### config.mk
export PLATFORM = sky130hd
export DESIGN_NAME = coder_n_pipe
export DESIGN_NICKNAME = d
export VERILOG_FILES = /design/src/rtl/coder_n_pipe.sv
export SDC_FILE = /design/constraint.sdc
export NUM_CORES = 1
export LEC_CHECK = 0
export ABC_AREA = 1
export BUFFER_PORTS_ARGS = -buffer_cell sky130_fd_sc_hd__buf_2
export CORE_MARGIN = 1
export CORE_UTILIZATION = 45
export DETAILED_ROUTE_END_ITERATION = 6
export PLACE_DENSITY = 0.7
export SLEW_MARGIN = 10
export SYNTH_ARGS = -nofsm -noshare
export SYNTH_HDL_FRONTEND = slang
export SYNTH_SLANG_ARGS = --single-unit
### constraint.sdc
create_clock -name clk -period 1.6 [get_ports clk]
set_input_delay 0.24 -clock clk [delete_from_list [all_inputs] [get_ports clk]]
set_output_delay 0.24 -clock clk [all_outputs]
set_load 0.02 [all_outputs]
### src/rtl/coder_n_pipe.sv
// coder_n_pipe: registered index decoder with one-hot, thermometer and walk modes.
// Walk mode emits one-hot beats from the requested index up to the top bit,
// one beat per output transfer, under valid/ready flow control on both sides.
module coder_n_pipe #(
    parameter int unsigned IDX_W = 2
) (
    input  logic               clk,
    input  logic               rst_n,
    input  logic               in_valid,
    output logic               in_ready,
    input  logic [IDX_W-1:0]   index,
    input  logic [1:0]         mode,
    output logic               out_valid,
    input  logic               out_ready,
    output logic [2**IDX_W-1:0] result,
    output logic               last,
    output logic               busy
);
    localparam int unsigned OUT_W = 2 ** IDX_W;
    localparam logic [IDX_W-1:0] MaxIdx = IDX_W'(OUT_W - 1);

    typedef enum logic {StIdle, StWalk} state_e;

    state_e             state_q, state_d;
    logic [IDX_W-1:0]   cnt_q, cnt_d;
    logic [OUT_W-1:0]   result_q, result_d;
    logic               last_q, last_d;
    logic               out_valid_q, out_valid_d;

    logic               accept;
    logic               xfer;
    logic [IDX_W-1:0]   cnt_inc;
    logic [OUT_W-1:0]   onehot_in;
    logic [OUT_W-1:0]   therm_in;

    // Handshake qualifiers; in_ready is forced low while reset is asserted.
    assign in_ready = rst_n && (state_q == StIdle) && (!out_valid_q || out_ready);
    assign accept   = in_valid && in_ready;
    assign xfer     = out_valid_q && out_ready;
    assign cnt_inc  = cnt_q + IDX_W'(1);

    // Decode the incoming index into one-hot and thermometer words.
    always_comb begin
        onehot_in = OUT_W'(1) << index;
        therm_in  = '0;
        for (int i = 0; i < OUT_W; i++) begin
            therm_in[i] = (i <= int'(index));
        end
    end

    // Next-state: new request, walk advance, or drain after final transfer.
    always_comb begin
        state_d     = state_q;
        cnt_d       = cnt_q;
        result_d    = result_q;
        last_d      = last_q;
        out_valid_d = out_valid_q;
        if (accept) begin
            out_valid_d = 1'b1;
            last_d      = 1'b1;
            unique case (mode)
                2'b00: result_d = onehot_in;
                2'b01: result_d = therm_in;
                2'b10: begin
                    result_d = onehot_in;
                    cnt_d    = index;
                    // Starting at the top bit is already the final beat.
                    if (index != MaxIdx) begin
                        last_d  = 1'b0;
                        state_d = StWalk;
                    end
                end
                default: result_d = '0;
            endcase
        end else if (state_q == StWalk && xfer) begin
            // In StWalk cnt_q < MaxIdx, so the increment never wraps.
            cnt_d    = cnt_inc;
            result_d = OUT_W'(1) << cnt_inc;
            if (cnt_inc == MaxIdx) begin
                last_d  = 1'b1;
                state_d = StIdle;
            end
        end else if (xfer) begin
            out_valid_d = 1'b0;
        end
    end

    // State registers with asynchronous active-low clear.
    always_ff @(posedge clk or negedge rst_n) begin
        if (!rst_n) begin
            state_q     <= StIdle;
            cnt_q       <= '0;
            result_q    <= '0;
            last_q      <= 1'b0;
            out_valid_q <= 1'b0;
        end else begin
            state_q     <= state_d;
            cnt_q       <= cnt_d;
            result_q    <= result_d;
            last_q      <= last_d;
            out_valid_q <= out_valid_d;
        end
    end

    assign out_valid = out_valid_q;
    assign result    = result_q;
    assign last      = last_q;
    assign busy      = (state_q == StWalk);

endmodule

==> results of run 1 <==
[cell families (layout without fill, tap and decap cells)]
logic type | count (synthesis) | count (layout) | share of synthesized area (%)
compound gates | 4 | 4 | 3.852
fa+ha+maj | 4 | 4 | 8.114
buf+inv | 14 | 34 | 9.737
flops | 9 | 9 | 36.51
simple gates | 55 | 55 | 41.78
[routing by layer]
metal / GRT usage [%] / share of wire, %
met5: 0 / 0
met4: 5.172 / 0
met3: 8.671 / 4.1
met2: 38.75 / 52
met1: 23.69 / 44
[power groups by stage]
stage               clock network (mW)  registers (mW)  logic, mW
global route                     0.188           0.447      0.694
global placement                     0           0.433      0.591
floorplan                            0           0.525      0.327
CTS                              0.177           0.435      0.606
finish                           0.173           0.434      0.613
detailed placement                   0           0.437      0.598
[per-stage QoR]
stage / instance area, µm² / setup TNS (ns) / total power [mW]
after CTS: 742.0 / 0 / 1.218
after floorplan: 616.8 / 0 / 0.8518
final: 750.7 / 0 / 1.219
after global placement: 705.7 / 0 / 1.024
after detailed placement: 705.7 / 0 / 1.035
after global routing: 750.7 / -0.005032 / 1.329
[placed cells by master (no fill, tap or decap), types with 2 or more instances in the layout]
cell type and n:
nand4_1 4, buf_2 13, nand3b_1 3, nand3_1 9
clkbuf_4 3, ha_1 4, inv_1 13, dfrtp_1 9
buf_4 2, nand2_1 34
[layout make-up]
type | count | area, µm²
fill | 117 | 435.4
multi-input combinational | 63 | 331.6
sequential | 9 | 225.2
timing repair buffer | 17 | 101.3
inverter | 13 | 48.80
clock buffer | 4 | 26.28
tap | 14 | 17.52
[final timing paths]
path | slack [ns] | startpoint | end | cells past startpoint
worst max-delay path | 0.11 | rst_n | in_ready | 6
worst min-delay path | 0.33 | out_ready | out_valid | 4
worst max register to register | 0.29 | busy | last | 6
worst min register to register | 0.48 | result[0] | result[0] | 2
max in group asynchronous | 1.08 | rst_n | cnt_q[0] | 2
min in group asynchronous | 0.38 | rst_n | result[1] | 2
[flip-flops by register name (all words and copies together), names as in the netlist]
register / flops
out_valid: 1
result: 4
last: 1
cnt_q: 2
busy: 1
[cells in the mapped netlist]
library cell,instances,area (µm²)
nand2_1,34,127.6
inv_1,13,48.80
dfrtp_1,9,225.2
nand3_1,9,45.04
ha_1,4,50.05
nand4_1,4,25.02
nand3b_1,3,22.52
a21oi_1,1,5.000
buf_6,1,11.26
nand2_2,1,6.260
nand3_2,1,10.01
nor2_1,1,3.750
nor2_4,1,11.26
o21ai_0,1,5.000
o21ai_1,1,5.000
o21ai_2,1,8.760
or2_2,1,6.260
[critical path, cell delays in order]
cell and delay [ns]:
dlygate4sd3_1 0.55, inv_1 0.08, nor2_4 0.14, nand2_1 0.06, inv_1 0.06, buf_6 0.11
[repair_timing]
action                     4_1_cts  5_1_grt
buffers inserted                 0        1
gates resized for setup          0        2
hold buffers                     1        0
setup endpoints to repair        0        5
hold endpoints to repair         9        0
==> flow_metrics.py, run 1 <==
metrics = {
    "synthesis": {
        "yosysSeqAreaShare_pct": 36.51,
        "syn_nets": 98,
        "ys_ff_latch": 9,
        "ys_warn_count": 0,
        "syn-mean-instance-area_um2": 7.173,
        "synth_area_um2": 616.8,
        "synthCells": 86,
        "synth_cell_types": 17,
    },
    "global_routing": {
        "gr-total-overflow": 0,
        "track_usage_pct": 21.77,
        "antenna_found_initial": 0,
        "grt_pass1_vias": 539,
        "grt_pass1_wl_um": 2194,
        "grt_max_degree": 13,
    },
    "pwr": {
        "switching_share_pct": 45.75,
        "p_comb_share_pct": 50.3,
        "p_leak_nw": 0.4541,
        "power.density_nw_per_um2": 1624,
        "p_int_uw": 661.3,
        "switchingPower_uw": 557.7,
        "pwr-share-seq_pct": 35.6,
        "clock_power_share_pct": 14.2,
        "vdd_ir_drop_max_mv": 0.8572,
    },
    "min_path": {
        "hp-class": "input port to flip-flop",
    },
    "layout": {
        "n_antenna_cell": 0,
        "area_delta_synth_final_pct": 21.70,
        "drive_above_1_share_pct": 22.64,
        "final_nets": 119,
        "finish.utilization_pct": 63.29,
        "final_cells": 120,
    },
    "critical_path": {
        "startpoint_type": "input port",
        "arrival_ns": 1.25,
        "crit_required_ns": 1.36,
        "cp-end-kind": "output pin",
        "critPathMaxFanout": 4,
        "worstSetupPathType": "input port to output pin",
    },
    "clocking": {
        "numClockSinks": 9,
        "tritoncts": "done",
        "numCtsBuffers": 3,
        "path_clk_slew_ns": 0.06,
        "h-tree-depth": 1,
        "root_buffer": "clkbuf_4",
        "clock_latency_ns": 0.26,
        "clk_path_buf_depth": 2,
    },
    "die": {
        "ios": 16,
        "std_cell_rows": 12,
        "die_w_um": 39.03,
        "die_y_um": 39.03,
        "die_area_um2": 1523,
        "coreArea_um2": 1186,
        "initial_utilization_pct": 52.00,
    },
    "placement": {
        "dp_cells": 115,
        "io_buffers": 15,
        "gp_congestion": 0.8117,
        "dp_slack_ns": 0.2608,
        "dp_hpwl_um": 1048,
    },
    "detailed_routing": {
        "wl_per_cell_um": 11.08,
        "drc_errors": 0,
        "via_count": 572,
        "first_iter_violations": 6,
        "route.antenna.remaining_nets": 0,
        "drt-total-wl_um": 1330,
        "viasPerCell": 4.767,
        "drt-pass1-iter-count": 3,
    },
    "sta": {
        "drv_slew": 0,
        "max_freq_ghz": 0.6730,
        "setup_violations": 0,
        "slew_headroom_pct": 82.26,
        "fin_ws_ns": 0.1141,
        "fin_crit_ns": 1.486,
        "worst_pin_slew_ns": 0.2654,
        "hold_viol_final": 0,
        "skew_ns": 0.003303,
        "period_share_pct": 92.87,
        "worst_hold_slack_ns": 0.3273,
    },
    "job": {
        "maxCapViolations": 0,
    },
    "run_status": {
        "status": "complete, no violations",
    },
}
No activity file was read; power rests on OpenSTA's default activity.
==> inputs of run 2 (changes only) <==
Settings changed: CELL_PAD_IN_SITES_DETAIL_PLACEMENT set to 1, CELL_PAD_IN_SITES_GLOBAL_PLACEMENT set to 1, CORE_ASPECT_RATIO set to 1.2, CORE_UTILIZATION 45 to 37, CTS_BUF_LIST set to sky130_fd_sc_hd__clkbuf_4 sky130_fd_sc_hd__clkbuf_8, PLACE_DENSITY 0.7 to not set, PLACE_DENSITY_LB_ADDON set to 0.1.
==> flow_metrics.py, run 2 (synthesized netlist as in run 1, its figures left out) <==
metrics = {
    "detailed_routing": {
        "via_count": 608,
        "route.antenna.remaining_nets": 0,
        "drt-pass1-iter-count": 3,
        "viasPerCell": 4.984,
        "drt-total-wl_um": 1388,
        "drc_errors": 0,
        "first_iter_violations": 1,
        "wl_per_cell_um": 11.38,
    },
    "pwr": {
        "p_comb_share_pct": 50.0,
        "clock_power_share_pct": 15.1,
        "p_int_uw": 674.7,
        "switchingPower_uw": 551.5,
        "pwr-share-seq_pct": 35.0,
        "finalPower_mw": 1.226,
        "vdd_ir_drop_max_mv": 0.9825,
        "p_leak_nw": 0.4618,
        "switching_share_pct": 44.98,
        "power.density_nw_per_um2": 1612,
    },
    "global_routing": {
        "gr-total-overflow": 0,
        "grt_pass1_wl_um": 2311,
        "grt_pass1_vias": 577,
        "track_usage_pct": 18.81,
        "antenna_found_initial": 0,
        "grt_max_degree": 13,
    },
    "critical_path": {
        "setup.worst_path.start": "busy",
        "critPathMaxFanout": 6,
        "crit_required_ns": 1.36,
        "r2r_start": "busy",
        "cp_cell_sequence": "nor2_4 > nand2_1 > inv_1 > buf_6",
        "slowest_stage": "dfrtp_1",
        "startpoint_type": "flip-flop",
        "arrival_ns": 1.13,
        "worstSetupPathType": "flip-flop to output pin",
        "cp-end-kind": "output pin",
        "max_stage_delay_ns": 0.45,
    },
    "sta": {
        "max_freq_ghz": 0.7274,
        "grt_setup_unrepaired": "no",
        "worst_hold_slack_ns": 0.03515,
        "setup_violations": 0,
        "period_share_pct": 85.93,
        "fin_ws_ns": 0.2252,
        "drv_slew": 0,
        "hold_viol_final": 0,
        "worst_pin_slew_ns": 0.2758,
        "fin_crit_ns": 1.375,
        "skew_ns": 0.001152,
        "finalSetupTns_ns": 0,
        "slew_headroom_pct": 81.56,
    },
    "die": {
        "ios": 16,
        "die_y_um": 46.73,
        "initial_utilization_pct": 41.08,
        "die_area_um2": 1835,
        "die_w_um": 39.28,
        "std_cell_rows": 15,
        "coreArea_um2": 1501,
    },
    "layout": {
        "final_cells": 122,
        "largest_register_ffs": 4,
        "fin_area_um2": 760.7,
        "area_delta_synth_final_pct": 23.33,
        "final_cell_mix": "nand2_1, inv_1, buf_2",
        "n_antenna_cell": 0,
        "final_nets": 118,
        "mostFrequentLayoutCell": "nand2_1",
        "drive_above_1_share_pct": 22.86,
        "fillers": 204,
        "finish.utilization_pct": 50.67,
    },
    "clocking": {
        "numClockSinks": 9,
        "root_buffer": "clkbuf_4",
        "clock_latency_ns": 0.25,
        "clk_path_buf_depth": 2,
        "path_clk_slew_ns": 0.06,
        "h-tree-depth": 1,
        "tritoncts": "done",
        "numCtsBuffers": 3,
    },
    "placement": {
        "place_area_um2": 709.4,
        "io_buffers": 15,
        "dp_slack_ns": 0.2122,
        "dp_cells": 118,
        "gp_congestion": 0.7958,
        "dp_hpwl_um": 1117,
    },
    "run_status": {
        "status": "complete, no violations",
    },
    "job": {
        "maxCapViolations": 0,
    },
    "min_path": {
        "hp-class": "input port to async pin",
    },
}
## run 2: timing repair
item	4_1_cts	5_1_grt
gates resized for setup	0	4
setup endpoints to repair	0	7
hold endpoints to repair	9	0
setup buffers	0	0
hold buffers	1	0
## run 2: path summary, 6_finish.rpt
check / slack (ns) / depth (start not counted) / end
worst max-delay path: 0.23 / 4 / in_ready
worst min-delay path: 0.04 / 2 / result[1]
worst max register to register: 0.31 / 6 / last
worst min register to register: 0.48 / 2 / result[1]
max in group asynchronous: 1.43 / 2 / cnt_q[1]
min in group clk: 0.35 / 4 / out_valid
## run 2: cell type report
cell class / instances / area, µm² / area share, %
Tap cell: 17 / 21.27 / 2.796
Clock buffer: 4 / 30.03 / 3.947
Inverter: 13 / 48.80 / 6.414
Sequential cell: 9 / 225.2 / 29.61
Timing Repair Buffer: 16 / 96.34 / 12.66
Multi-Input combinational cell: 63 / 339.1 / 44.57
## run 2: power by group through the flow
stage | combinational [mW] | sequential, mW | clock [mW]
6_report | 0.613 | 0.429 | 0.185
5_1_grt | 0.708 | 0.447 | 0.207
4_1_cts | 0.613 | 0.430 | 0.194
3_5_place_dp | 0.603 | 0.434 | 0
3_3_place_gp | 0.590 | 0.428 | 0
2_1_floorplan | 0.327 | 0.525 | 0
## run 2: worst max-delay path, delay by kind of cell, from the launching register on
kind,cells,cell delay (ns)
flops,1,0.45
simple gates,2,0.25
buf+inv,2,0.18
## run 2: routing by layer
metal  routed length [µm]  vias up  GRT usage (%)  share of wire [%]
met4                   10        0          6.207               0.72
li1                     -      311              -                  -
met2                  709        9          31.00                 51
met1                  614      286          22.49                 44
met3                   54        2          7.109                3.9
met5                    0        -              0                  0
